===== src/rtl/riscv_pkg.sv =====
// Shared RISC-V core definitions: register-file geometry, load funct3 encodings
// and the byte/halfword extension helpers used by the load path.
package riscv_pkg;

    localparam int unsigned REG_ADDR_W = 32'd5;
    localparam int unsigned XLEN       = 32'd32;

    localparam logic [2:0] F3_LB  = 3'b000;
    localparam logic [2:0] F3_LH  = 3'b001;
    localparam logic [2:0] F3_LW  = 3'b010;
    localparam logic [2:0] F3_LBU = 3'b100;
    localparam logic [2:0] F3_LHU = 3'b101;

    function automatic logic [XLEN-1:0] ext8(input logic [7:0] b, input logic sgn);
        return {{24{sgn & b[7]}}, b};
    endfunction

    function automatic logic [XLEN-1:0] ext16(input logic [15:0] h, input logic sgn);
        return {{16{sgn & h[15]}}, h};
    endfunction

endpackage


===== src/rtl/load_extend.sv =====
// Load-data extraction: picks the addressed byte/halfword from an aligned word
// and sign- or zero-extends it; flags funct3 codes that are not loads.
module load_extend
    import riscv_pkg::*;
(
    input  logic [XLEN-1:0] raw,
    input  logic [2:0]      funct3,
    input  logic [1:0]      byte_off,
    output logic [XLEN-1:0] data,
    output logic            illegal
);

    logic [7:0]  byte_s;
    logic [15:0] half_s;

    // Byte lane and halfword lane selection from the offset
    always_comb begin
        byte_s = raw[7:0];
        case (byte_off)
            2'd0:    byte_s = raw[7:0];
            2'd1:    byte_s = raw[15:8];
            2'd2:    byte_s = raw[23:16];
            2'd3:    byte_s = raw[31:24];
            default: byte_s = raw[7:0];
        endcase
        if (byte_off[1]) begin
            half_s = raw[31:16];
        end else begin
            half_s = raw[15:0];
        end
    end

    // Width/sign decode; unknown codes produce zero data and the illegal flag
    always_comb begin
        data    = {XLEN{1'b0}};
        illegal = 1'b0;
        case (funct3)
            F3_LB:   data = ext8(byte_s, 1'b1);
            F3_LBU:  data = ext8(byte_s, 1'b0);
            F3_LH:   data = ext16(half_s, 1'b1);
            F3_LHU:  data = ext16(half_s, 1'b0);
            F3_LW:   data = raw;
            default: begin
                data    = {XLEN{1'b0}};
                illegal = 1'b1;
            end
        endcase
    end

endmodule


===== src/rtl/reg_writeback.sv =====
// Register-file write-port driver: arbitrates ALU and load results (load first,
// with an ALU starvation bound) and issues one registered write per transfer.
module reg_writeback
    import riscv_pkg::*;
#(
    parameter int unsigned STARVE_MAX = 32'd4
) (
    input  logic                  clk,
    input  logic                  i_rst_n,
    input  logic                  i_alu_valid,
    output logic                  o_alu_ready,
    input  logic [REG_ADDR_W-1:0] i_alu_rd,
    input  logic [XLEN-1:0]       i_alu_data,
    input  logic                  i_ld_valid,
    output logic                  o_ld_ready,
    input  logic [REG_ADDR_W-1:0] i_ld_rd,
    input  logic [XLEN-1:0]       i_ld_raw,
    input  logic [2:0]            i_ld_funct3,
    input  logic [1:0]            i_ld_byte_off,
    output logic                  o_wr_en,
    output logic [REG_ADDR_W-1:0] o_wr_addr,
    output logic [XLEN-1:0]       o_wr_data,
    output logic                  o_err,
    output logic [31:0]           o_wr_count
);

    localparam int unsigned     CW         = $clog2(STARVE_MAX + 32'd1);
    localparam logic [CW-1:0]   STARVE_LIM = CW'(STARVE_MAX);

    logic [CW-1:0]         starve_r;
    logic [CW-1:0]         starve_nxt_s;
    logic                  alu_grant_s;
    logic                  ld_grant_s;
    logic                  xfer_s;
    logic [REG_ADDR_W-1:0] sel_rd_s;
    logic [XLEN-1:0]       sel_data_s;
    logic                  sel_err_s;
    logic                  wr_en_nxt_s;
    logic [XLEN-1:0]       ld_data_s;
    logic                  ld_illegal_s;

    logic                  wr_en_r;
    logic [REG_ADDR_W-1:0] wr_addr_r;
    logic [XLEN-1:0]       wr_data_r;
    logic                  err_r;
    logic [31:0]           wr_count_r;

    load_extend u_load_extend (
        .raw      (i_ld_raw),
        .funct3   (i_ld_funct3),
        .byte_off (i_ld_byte_off),
        .data     (ld_data_s),
        .illegal  (ld_illegal_s)
    );

    // Grant, payload select and starvation-counter next state
    always_comb begin
        alu_grant_s  = 1'b0;
        ld_grant_s   = 1'b0;
        sel_rd_s     = {REG_ADDR_W{1'b0}};
        sel_data_s   = {XLEN{1'b0}};
        sel_err_s    = 1'b0;
        starve_nxt_s = starve_r;
        if (i_alu_valid && (!i_ld_valid || (starve_r == STARVE_LIM))) begin
            alu_grant_s = 1'b1;
        end else begin
            ld_grant_s = i_ld_valid;
        end
        if (alu_grant_s) begin
            sel_rd_s   = i_alu_rd;
            sel_data_s = i_alu_data;
        end else if (ld_grant_s) begin
            sel_rd_s   = i_ld_rd;
            sel_data_s = ld_data_s;
            sel_err_s  = ld_illegal_s;
        end else begin
            sel_err_s = 1'b0;
        end
        if (!i_alu_valid || alu_grant_s) begin
            starve_nxt_s = {CW{1'b0}};
        end else if (starve_r == STARVE_LIM) begin
            starve_nxt_s = STARVE_LIM;
        end else begin
            starve_nxt_s = starve_r + CW'(1);
        end
    end

    assign xfer_s      = alu_grant_s | ld_grant_s;
    assign wr_en_nxt_s = xfer_s && (sel_rd_s != {REG_ADDR_W{1'b0}});

    // Registered write port; address/data hold when nothing transfers
    always_ff @(posedge clk or negedge i_rst_n) begin
        if (!i_rst_n) begin
            starve_r   <= {CW{1'b0}};
            wr_en_r    <= 1'b0;
            wr_addr_r  <= {REG_ADDR_W{1'b0}};
            wr_data_r  <= {XLEN{1'b0}};
            err_r      <= 1'b0;
            wr_count_r <= 32'd0;
        end else begin
            starve_r <= starve_nxt_s;
            wr_en_r  <= wr_en_nxt_s;
            err_r    <= sel_err_s;
            if (xfer_s) begin
                wr_addr_r <= sel_rd_s;
                wr_data_r <= sel_data_s;
            end
            if (wr_en_nxt_s) begin
                wr_count_r <= wr_count_r + 32'd1;
            end
        end
    end

    assign o_alu_ready = alu_grant_s;
    assign o_ld_ready  = ld_grant_s;
    assign o_wr_en     = wr_en_r;
    assign o_wr_addr   = wr_addr_r;
    assign o_wr_data   = wr_data_r;
    assign o_err       = err_r;
    assign o_wr_count  = wr_count_r;

endmodule


===== config.mk =====
export PLATFORM = sky130hd
export DESIGN_NAME = reg_writeback
export DESIGN_NICKNAME = d
export VERILOG_FILES = /design/src/rtl/riscv_pkg.sv /design/src/rtl/load_extend.sv /design/src/rtl/reg_writeback.sv
export SDC_FILE = /design/constraint.sdc
export NUM_CORES = 1
export LEC_CHECK = 0
export CORE_ASPECT_RATIO = 1.75
export CORE_MARGIN = 5
export CORE_UTILIZATION = 48
export CTS_BUF_LIST = sky130_fd_sc_hd__clkbuf_2
export DETAILED_ROUTE_END_ITERATION = 8
export HOLD_SLACK_MARGIN = 0.1
export PLACE_DENSITY = 0.85
export RECOVER_POWER = 50
export SLEW_MARGIN = 25
export SYNTH_ARGS = -nofsm -noshare
export SYNTH_HDL_FRONTEND = slang
export SYNTH_SLANG_ARGS = --single-unit

===== constraint.sdc =====
create_clock -name clk -period 3.7 [get_ports clk]
set_input_delay 0.555 -clock clk [delete_from_list [all_inputs] [get_ports clk]]
set_output_delay 0.555 -clock clk [all_outputs]
set_load 0.01 [all_outputs]

* After elaboration in Yosys (flattened, before gate mapping)
Cells that the tools add are included.
** Operators by class
- Add/subtract/negate cells :: 2
- Equality and inequality tests :: 8
- Muxes and demuxes :: 14
- Bitwise logic cells :: 1
- Reductions and logical operators :: 10
** Operators with widths (count)
- $pmux 32 s5 :: 1
- $mux 32 :: 2
- $add 32x1->32 const B :: 1
- $pmux 8 s4 :: 1
- $mux 16 :: 1
- $mux 5 :: 2
- $eq 3x3->1 const B :: 3
- $mux 3 :: 2
- $mux 1 :: 5
- $reduce_bool 5->1 :: 1
- $reduce_or 5->1 :: 1
- $eq 2x2->1 const B :: 2
- $add 3x1->3 const B :: 1
- $eq 3x1->1 const B :: 1
- $eq 3x2->1 const B :: 1
- $logic_not 3->1 :: 1
- $eq 2x1->1 const B :: 1
- $logic_and 1x1->1 :: 2
- $logic_not 1->1 :: 2
- $logic_not 2->1 :: 1
- $logic_or 1x1->1 :: 2
- $or 1x1->1 :: 1
** Word-level totals
- Register bits after elaboration :: 74
- Bits of input ports :: 83
- Word-level logic and storage cells :: 41

* Depth between registers and ports, before layout
- Depth after elaboration :: 8
- Mapped depth :: 9
- Mapped depth without buffers :: 8

* By module
A second synthesis with hierarchy kept.
** Second synthesis, totals
- Cell total of the unflattened synthesis :: 507
- Area total of the unflattened synthesis :: 4953.5 µm²
** By module, submodules not included
- reg_writeback :: times used 1, cells an instance 378, area each 3891.2 µm², seq. area each 1851.8 µm²
- load_extend :: times used 1, cells an instance 129, area each 1062.3 µm², seq. area each 0.0 µm²

* Worst setup path before layout
No wires, ideal clock.
- Path type :: input port to flip-flop
- Start :: input port i_ld_byte_off[1]
- End :: register wr_data_r[21], in the netlist o_wr_data[21]
- Arrival :: 1.978 ns
- Required time :: 3.574 ns
- Slack :: 1.596 ns
- Stages on the path :: 6
- Cells stage by stage :: buf_2 -> mux4_2 -> o21ai_2 -> buf_4 -> a21oi_1 -> a221o_1
** On the way
- Cells in the longest elaborated chain, start to end :: 5
- Elaborated cells between the ends (all ways) :: 9
** RTL lines
- from (decl) :: RTL line reg_writeback.sv:19 : input logic [1:0] i_ld_byte_off,
- $eq 2x2->1, or another cell as far along :: RTL line load_extend.sv:19 : case (byte_off)
- $pmux 8 s4 :: RTL line load_extend.sv:19
- $pmux 32 s5 * :: RTL line load_extend.sv:37 : case (funct3)
- $mux 32 * :: RTL line reg_writeback.sv:72 : end else if (ld_grant_s) begin
- $mux 32 * :: RTL line reg_writeback.sv:69 : if (alu_grant_s) begin
- to (signal assigned) :: RTL line reg_writeback.sv:97 : wr_data_r <= {XLEN{1'b0}};
- to (signal assigned) :: RTL line reg_writeback.sv:106 : wr_data_r <= sel_data_s;
- to (decl) :: RTL line reg_writeback.sv:44 : logic [XLEN-1:0] wr_data_r;
Every way passes the cells marked *; elsewhere a longest branch is shown, timed or not.
A chain may end at the register's enable or synchronous reset.

* Final worst setup path
- Start :: register starve_r[0]
- End :: register wr_addr_r[0], in the netlist o_wr_addr[0]
** On the way
- Cells in the longest elaborated chain, start to end :: 6
- Elaborated cells between the ends (all ways) :: 8
** RTL lines
- from (decl) :: RTL line reg_writeback.sv:30 : logic [CW-1:0] starve_r;
- from (signal assigned) :: RTL line reg_writeback.sv:94 : starve_r <= {CW{1'b0}};
- from (signal assigned) :: RTL line reg_writeback.sv:101 : starve_r <= starve_nxt_s;
- $eq 3x3->1 * :: RTL line reg_writeback.sv:64 : if (i_alu_valid && (!i_ld_valid || (starve_r == STARVE_LIM))) begin
- $logic_or 1x1->1 * :: RTL line reg_writeback.sv:64
- $logic_and 1x1->1 * :: RTL line reg_writeback.sv:64
- $mux 1 :: RTL line reg_writeback.sv:64
- $mux 5 :: RTL line reg_writeback.sv:72
- $mux 5 :: RTL line reg_writeback.sv:69
- to (signal assigned) :: RTL line reg_writeback.sv:96 : wr_addr_r <= {REG_ADDR_W{1'b0}};
- to (signal assigned) :: RTL line reg_writeback.sv:105 : wr_addr_r <= sel_rd_s;
- to (decl) :: RTL line reg_writeback.sv:43 : logic [REG_ADDR_W-1:0] wr_addr_r;
Marked as above.

==> out/metrics.csv <==
stage;metric;value;unit
yosys;synth_seq_cells;74;
yosys;synth_nets;452;
sta;period_needed;2.91;ns
floorplanning;floorplan.initialDensity;48.9;%
power;p_switching;0.658;mW
yosys;synthesis.area;3870;um^2
grt;grt_usage;25.3;%
yosys;syn_inst;366;
sta;relSlewSlack;-14.2;%
detailed_routing;avgRoutedWirePerCell;20.5;um
cts;cts_tree;yes;
outcome;status;complete, but fails checks;
sta;rsz0062_at_grt;no;
cts;cts_sinks;74;
yosys;yosysWarnings;0;
yosys;netlist_top_cells_area;dfrtp_1 (48%), a221o_1 (6.0%), xnor2_1 (5.4%), mux2i_1 (4.1%), a21oi_1 (3.1%);
power;seqPwrFrac;48.7;%
critical_path;startpoint_type;flop;
placed_design;io_buffers;155;
sta;maxClockFrequency;0.344;GHz
yosys;synthArstFlopShare;100;%
cts;post_cts_buffers;0;
grt;grt_pass1_wl;19900;um
yosys;yosysMostFrequentCell;dfrtp_1;
floorplanning;die_area;10000;um^2
final_layout;fin_util;70.8;%
cts;numCtsBuffers;9;
detailed_routing;routed_via_density;6.13;
sta;final-max-slew-violation-count;38;
critical_path;worst_setup_path_end_kind;flop;
detailed_routing;drtPass1Iterations;5;
detailed_routing;num_vias;3758;
yosys;yosysTopAreaCell;dfrtp_1;
critical_path;worstPathArrival;3.39;ns
outcome;violations;capacitance limit, slew limit;
critical_path;critPathRequiredTime;4.19;ns
placed_design;place_area;5490;um^2
min_path;hold_class;reg -> reg;
cts;insertion_delay;0.53;ns
final_layout;fin_cells;613;
critical_path;path_class;reg -> reg;
yosys;synth_top_cells_by_count;dfrtp_1 (74), nand2_1 (29), a21oi_1 (24), xnor2_1 (24), a221o_1 (23);
sta;fin_skew;0.0257;ns
sta;setup_violations;0;
floorplanning;fp.dieW;77.9;um
placed_design;dp_hpwl;9460;um
sta;setup_tns;0;ns
yosys;yosysSeqAreaShare;47.9;%
power;power_frac_comb;29.0;%
yosys;synth_edf_count;0;
cts;cts_max_path_buffers;2;
floorplanning;row_count;43;
grt;grt_max_degree;75;
final_layout;drive_gt1_share;6.50;%
cts;htreeDepth;3;
floorplanning;die_h;129;um
final_layout;final_nets;604;
power;power_density;364;nW/um^2
power;p_int;1.38;mW
placed_design;gp_routability_congestion;0.878;
yosys;synth.distinct_cells;47;
cts;root_buffer;clkbuf_2;
grt;antenna_found_initial;0;
final_layout;finish.instance_area;5600;um^2
detailed_routing;drc;0;
power;p_leak;2.34;nW
final_layout;diodes;0;
detailed_routing;ant_nets;0;
sta;period_share;78.6;%
sta;tightest_slew;1.71;ns
power;power_frac_clock;22.4;%
detailed_routing;wl;12600;um
placed_design;placed_cells;595;
cts;clk_pin_slew;0.22;ns
final_layout;syn_to_final_growth;44.8;%
floorplanning;io_pins;156;
detailed_routing;first_iter_violations;248;
power;vdd_ir_drop_max;430;uV
job;drv_cap;1;
yosys;ys.flop_type;dfrtp_1;
sta;finalHoldViolations;0;
yosys;yosys.area.top_type_share;47.9;%
cts;cts-resized-gates;0;
cts;cts_hold_buf;0;
power;finalPower;2.04;mW
critical_path;cp_max_fo;37;
grt;overflow;0;
grt;grt_pass1_vias;3861;
yosys;syn_area_per_cell;10.6;um^2
floorplanning;core;7910;um^2
power;swShare;32.2;%
## state kept, by name (all words and copies together) (netlist names)
name / cells
o_wr_en: 1
o_wr_addr: 5
starve_r: 3
o_wr_count: 32
o_err: 1
o_wr_data: 32
## final cells by class
class / instances / area (um^2)
clock buffer: 9 / 45.0
clock inverter: 7 / 68.8
timing repair buffer: 164 / 1610
sequential: 74 / 1850
fill: 595 / 2310
tap: 90 / 113
multi-input combinational: 257 / 1870
inverter: 12 / 47.5
## power by group through the flow
stage	clock network (mW)	logic [mW]	registers [mW]
floorplan	0	0.210	1.03
global placement	0	0.589	1.00
detailed placement	0	0.600	1.00
CTS	0.468	0.603	0.991
global route	0.507	0.635	1.01
finish	0.456	0.591	0.992
## layout by cell type, fill, tap and decap left out, types with 3 or more instances in the layout
cell type          n
a22oi_1           10
nand3b_1           6
ha_1               3
nand3_1           20
clkdlybuf4s50_1  131
nor3b_1            4
o21ai_0           10
a221o_1           24
mux2i_1           16
xor2_1             7
clkbuf_2          10
buf_4              5
a2111oi_0          7
nand4_1            6
nand2_1           30
and3_1            11
dfrtp_1           74
nor2_1            17
a21oi_1           24
a221oi_1           9
a222oi_1           5
xnor2_1           24
dlygate4sd3_1     24
inv_1             11
## routing by layer
metal | vias to the layer above | track usage (%) | wire length, um
met1 | 1834 | 28.9 | 4500
met2 | 200 | 42.3 | 6360
li1 | 1683 | - | -
met3 | 41 | 7.28 | 1110
met5 | - | 0 | 0
met4 | 0 | 13.5 | 588
## critical path: stages (launching register included)
cell and delay, ns:
dfrtp_1 0.45, inv_1 0.06, ha_1 0.18, nand2_1 0.10, a21oi_1 0.33, clkbuf_1 1.28
a222oi_1 0.34, inv_1 0.13
## cells by family after synthesis
kind of cell / share of synthesized area, %
flip-flops: 47.9
XOR/XNOR: 7.02
adder cells (fa/ha/maj): 0.970
buffers and inverters: 3.82
AO/OA/AOI/OAI: 19.9
AND/OR/NAND/NOR: 15.3
multiplexers: 5.11
## worst paths after layout
path	from	end	slack, ns	cells past startpoint
max in group asynchronous	i_rst_n	o_wr_count[11]	0.98	4
worst max register to register	starve_r[0]	o_wr_addr[0]	0.79	7
worst min-delay path	starve_r[0]	starve_r[0]	0.48	1
worst max-delay path	starve_r[0]	o_wr_addr[0]	0.79	7
min in group asynchronous	i_rst_n	o_wr_data[1]	0.86	3
worst min register to register	starve_r[0]	starve_r[0]	0.48	1
## stage by stage
| stage | hold slack (ns) | setup slack, ns |
|---|---|---|
| after floorplan | 0.259 | 1.60 |
| after global placement | 0.444 | 0.844 |
| after detailed placement | 0.458 | 0.754 |
| after CTS | 0.216 | 0.789 |
| after global routing | 0.512 | 0.504 |
| final | 0.481 | 0.793 |
(Power assumes the default switching activity.)
